--- src/rtl/defines_pkg.sv ---
// ---------------------------------------------------------------------------
// defines_pkg
// Shared SPU constants.
//   LS_SIZE : local-store capacity in bytes (power of two, at least 16)
// ---------------------------------------------------------------------------
package defines_pkg;
    localparam int LS_SIZE = 32768;
endpackage

--- src/rtl/ls_access_unit.sv ---
// ---------------------------------------------------------------------------
// ls_access_unit
// Load/store issue unit for the SPU odd pipe. It is the initiator side of the
// local-store port. It accepts one quadword load or store per cycle and forms
// the quadword index. It drives the local-store write port and captures read
// data. Load results return on the writeback port a fixed LAT cycles after
// acceptance.
//
// Parameters
//   LS_BYTES : local-store size in bytes (power of two, >= 16)
//   LAT      : cycles from op acceptance to writeback (>= 2)
//
// Ports
//   clk          in   clock, all state on rising edge
//   rst          in   asynchronous active-low reset
//   op_valid     in   op presented this cycle (always accepted)
//   op_is_store  in   1 = store quadword, 0 = load quadword
//   op_ra        in   base address
//   op_imm       in   signed byte offset
//   op_rt_data   in   store data
//   op_rt_addr   in   load destination register
//   flush        in   kill all in-flight ops
//   ls_data_wr   out  local-store write data
//   ls_addr      out  local-store quadword index
//   ls_wr_en     out  local-store write strobe
//   ls_data_rd   in   local-store combinational read data
//   wb_en        out  load result valid
//   wb_addr      out  destination register
//   wb_data      out  loaded quadword
//   busy         out  at least one op in flight
// ---------------------------------------------------------------------------
module ls_access_unit #(
    parameter int LS_BYTES = defines_pkg::LS_SIZE,
    parameter int LAT      = 6
) (
    input  logic         clk,
    input  logic         rst,
    input  logic         op_valid,
    input  logic         op_is_store,
    input  logic [31:0]  op_ra,
    input  logic [31:0]  op_imm,
    input  logic [127:0] op_rt_data,
    input  logic [6:0]   op_rt_addr,
    input  logic         flush,
    output logic [127:0] ls_data_wr,
    output logic [31:0]  ls_addr,
    output logic         ls_wr_en,
    input  logic [127:0] ls_data_rd,
    output logic         wb_en,
    output logic [6:0]   wb_addr,
    output logic [127:0] wb_data,
    output logic         busy
);

    // The mask wraps the address into the local store. It also clears the
    // byte-within-quadword bits in the same step.
    localparam logic [31:0] EA_MASK = 32'(LS_BYTES - 1) & ~32'hF;

    // Stage A holds the op that currently owns the local-store port.
    logic         a_valid;
    logic         a_is_store;
    logic [31:0]  a_index;
    logic [127:0] a_data;
    logic [6:0]   a_rt;

    // Stages 2..LAT form the load return chain. Stage LAT drives writeback.
    logic [LAT:2] s_valid;
    logic [127:0] s_data [2:LAT];
    logic [6:0]   s_rt   [2:LAT];

    logic [31:0]  ea_sum;
    logic [31:0]  ea;
    logic         accept;
    logic         capture;

    assign ea_sum  = op_ra + op_imm;
    assign ea      = ea_sum & EA_MASK;
    assign accept  = op_valid & ~flush;
    assign capture = a_valid & ~a_is_store & ~flush;

    // Stage A and the return chain. Payload registers only load when valid
    // data arrives. As a result, the port outputs and the writeback outputs
    // hold their last values across idle and flushed cycles.
    always_ff @(posedge clk or negedge rst) begin
        if (!rst) begin
            a_valid    <= 1'b0;
            a_is_store <= 1'b0;
            a_index    <= '0;
            a_data     <= '0;
            a_rt       <= '0;
            s_valid    <= '0;
            for (int i = 2; i <= LAT; i++) begin
                s_data[i] <= '0;
                s_rt[i]   <= '0;
            end
        end else begin
            a_valid <= accept;
            if (accept) begin
                a_is_store <= op_is_store;
                a_index    <= ea >> 4;
                a_data     <= op_rt_data;
                a_rt       <= op_rt_addr;
            end

            // A store leaves stage A as a bubble. Only loads carry data onward.
            s_valid[2] <= capture;
            if (capture) begin
                s_data[2] <= ls_data_rd;
                s_rt[2]   <= a_rt;
            end

            for (int i = 3; i <= LAT; i++) begin
                s_valid[i] <= s_valid[i-1] & ~flush;
                if (s_valid[i-1] && !flush) begin
                    s_data[i] <= s_data[i-1];
                    s_rt[i]   <= s_rt[i-1];
                end
            end
        end
    end

    assign ls_addr    = a_index;
    assign ls_data_wr = a_data;
    // A flush must stop the pending store within its own cycle. The write
    // commits at the coming edge, so masking it later would be too late.
    assign ls_wr_en   = a_valid & a_is_store & ~flush & rst;

    assign wb_en   = s_valid[LAT];
    assign wb_addr = s_rt[LAT];
    assign wb_data = s_data[LAT];
    assign busy    = a_valid | (|s_valid);

endmodule

--- config.mk ---
export PLATFORM = sky130hd
export DESIGN_NAME = ls_access_unit
export DESIGN_NICKNAME = d
export VERILOG_FILES = /design/src/rtl/defines_pkg.sv /design/src/rtl/ls_access_unit.sv
export SDC_FILE = /design/constraint.sdc
export NUM_CORES = 1
export LEC_CHECK = 0
export BUFFER_PORTS_ARGS = -buffer_cell sky130_fd_sc_hd__buf_2
export CAP_MARGIN = 20
export CORE_ASPECT_RATIO = 1.75
export CORE_MARGIN = 2
export CORE_UTILIZATION = 42
export DETAILED_ROUTE_END_ITERATION = 8
export MAX_ROUTING_LAYER = met4
export SETUP_SLACK_MARGIN = 0.02
export SKIP_LAST_GASP = 1
export SLEW_MARGIN = 20
export SYNTH_ARGS = -nofsm -noshare
export SYNTH_HDL_FRONTEND = slang
export SYNTH_SLANG_ARGS = --single-unit
--- constraint.sdc ---
create_clock -name clk -period 1.8 [get_ports clk]
set_clock_uncertainty 0.15 [all_clocks]
set_input_delay 0.18 -clock clk [delete_from_list [all_inputs] [get_ports clk]]
set_output_delay 0.18 -clock clk [all_outputs]
set_load 0.05 [all_outputs]
==> out/summary.txt <==
Status = complete, but fails checks
Failing checks = negative setup slack
CP endpoint = busy
Minimum clock period = 1.91 ns
Worst Setup SP = s_valid[4]
Core Rows = 135
CP max stage cell = dfrtp_1
# placed instances = 4851
Endpoints failing hold = 0
CP Launch Type = flop
Routed Wire Length = 91.3 mm
Design Power = 47.8 mW
Flop-to-flop setup slack = 0.12 ns
I/O pins = 630
Seq/Total Area, Yosys = 63.4%
Static Leak = 23.4 nW
Post-synth top cells = nand2_1 (2050), dfrtp_1 (828), buf_4 (162)
Sequential Power Share = 48.7%
Sw frac = 27.9%
Top FF cell, synth = dfrtp_1
Yosys reg bits = 828
H-tree levels = 3
Port Buffer Count = 574
PwrDens = 1120 nW/um^2
CTS clk-pin slew, worst paths = 0.06 ns
Flip-flop and latch area = 20700 um^2
Initial antenna violation count = 24
Asr flop ratio synth = 100%
DIE HEIGHT = 373 um
Post-synth EDFFs = 0
CTS buffer count = 78
Mean post-synth cell area = 9.48 um^2
Post-Layout Cell Count = 5358
Rel. slew slack = 47.5%
GRT overflow = 0
Share of cells above drive strength 1 = 21.6%
Setup violators final = 2
CP cell instances = nor4_2 -> nand2_1 -> buf_6
Die Wd = 215 um
RSZ-0062 raised after global routing = yes
Drt drc = 0
Pint = 34.5 mW
ANT nets after route = 0
Sw power = 13.3 mW
Routability cong. = 0.917
Required @ worst endpoint = 1.47 ns
Clk buf depth = 3
Top-count cell post-synth = nand2_1
Top post-synthesis cells by area = dfrtp_1 (63%), nand2_1 (24%), buf_4 (3.7%)
Clock latency at the later pin of the worst-skew pair = 0.65 ns
DR vias/cell = 4.64
Gate power share = 15.4%
Dpl ws = -0.228 ns
Pre-Repair DR Iteration Count = 5
CP top delay family = flip-flops
Reg-to-Reg End = s_data[545]
Final Cell Area = 42500 um^2
Multi-input gate area = 10200 um^2
Fin crit share = 106%
Setup WS post-layout = -0.106 ns
Avg WL per Cell = 17.0 um
Full die area = 80200 um^2
Final TNS setup = -0.167 ns
CTS root buf = clkbuf_16
Crit. End Element = primary output
Post-Syn Area = 32700 um^2
Max-slew violation count = 0
P&R area growth vs syn = 30.1%
Synth cell types = 46
First-pass GRT wire length = 146 mm
Worst path max stage delay = 0.38 ns
Reg2Reg Depth = 4
Hpwl dp = 60.6 mm
Synth Instances = 3451
Worst r2r src = a_is_store
Post-synth top area share = 63.4%
Layout net count = 4588
CTS tree = built
Worst-path fanout max = 2
Pin slew with the least headroom to its limit = 0.787 ns
Largest net degree at the start of global routing = 124
Crit path depth = 3
Worst IR Drop VDD = 776 uV
Synth area leader = dfrtp_1
DP Area = 36300 um^2
DRT iter0 DRCs = 1552
Clk sinks = 828
Clk pwr share = 35.8%
CP arrival = 1.58 ns
Maxcap violations = 0
# fillers = 6976
Util after Layout = 55.1%
Vias in the first global route = 25.9k
CP bufs+invs = 1
Synthesis warning total = 0
Initial Utilization = 42.4%
Fmax = 0.525 GHz
Core area = 77200 um^2
Hold Slack = 0.00970 ns
Total GRT Usage = 23.8%
Worst Hold Class = in2reg
Critical setup path kind = reg2out
Vias after detailed routing = 24.9k
-- cells in the final DEF, fill, tap and decap left out, drive strengths merged, types with 14 or more instances in the layout --
master / synthesis / routed
nand2: 2050 / 2050
dfrtp: 828 / 828
buf: 282 / 683
dlygate4sd3: 0 / 333
mux2: 135 / 135
clkbuf: 42 / 110
diode: 0 / 26
conb: 1 / 21
clkinv: 0 / 20
a21oi: 17 / 17
o21ai: 14 / 14
-- registers in the layout, summed over array words and instances, names as in the netlist --
name        flops
s_rt           28
s_valid         5
ls_addr        11
a_rt            7
a_is_store      1
a_valid         1
s_data        512
wb_addr         7
wb_data       128
ls_data_wr    128
-- power by group through the flow --
stage	Sequential, mW	Combinational, mW	Clock (mW)
after detailed placement	23.6	6.67	0
after global routing	23.7	8.20	18.3
after floorplan	24.7	3.13	0
after global placement	23.5	6.53	0
final	23.3	7.38	17.1
after CTS	23.3	7.43	17.7
-- cells by family (layout without fill, tap and decap cells) --
family	after synthesis	in the layout	share of synthesized area [%]
multiplexers	138	138	4.74
buffers and inverters	330	1164	5.97
AND/OR/NAND/NOR	2085	2085	24.2
flip-flops	828	828	63.4
XOR/XNOR	6	6	0.161
other	1	47	0.0115
adder cells (fa/ha/maj)	13	13	0.497
AO/OA/AOI/OAI	50	50	1.10
-- final cells by class --
cell class | count | area share (%)
multi-input cells | 2313 | 24.0
inverters | 6 | 0.106
repair buffers | 1016 | 17.8
clock inverters | 32 | 0.947
flip-flops and latches | 828 | 48.7
well taps | 1027 | 3.02
clock buffers | 110 | 5.30
diodes | 26 | 0.153
-- worst min-delay path by stage --
stage	end	from	cells past startpoint
2_1_floorplan	a_is_store	rst	0
3_3_place_gp	s_data[295]	rst	1
3_5_place_dp	s_data[167]	rst	1
4_1_cts	ls_addr[9]	op_imm[12]	6
5_1_grt	ls_addr[3]	op_ra[7]	5
6_report	ls_addr[3]	op_ra[7]	5
-- worst min-delay path, stage by stage --
cell and delay (ns):
buf_2 0.11, ha_4 0.16, buf_4 0.14, xor2_1 0.07
o21ai_1 0.11
-- metal layers --
metal | vias to the layer above | track usage (%) | wire [um]
met3 | 165 | 5.16 | 5610
met5 | - | - | 0
met1 | 11900 | 28.3 | 37900
li1 | 12100 | - | -
met2 | 748 | 39.4 | 44300
met4 | 0 | 9.94 | 3510
-- what timing repair did --
action,4_1_cts,5_1_grt
buffers inserted,2,3
resized for setup,8,10
hold buffers,335,1
endpoints found under the hold margin,1089,1
endpoints found under the setup margin,6,16
pin swaps,2,5
No activity file was read; power rests on OpenSTA's default activity.
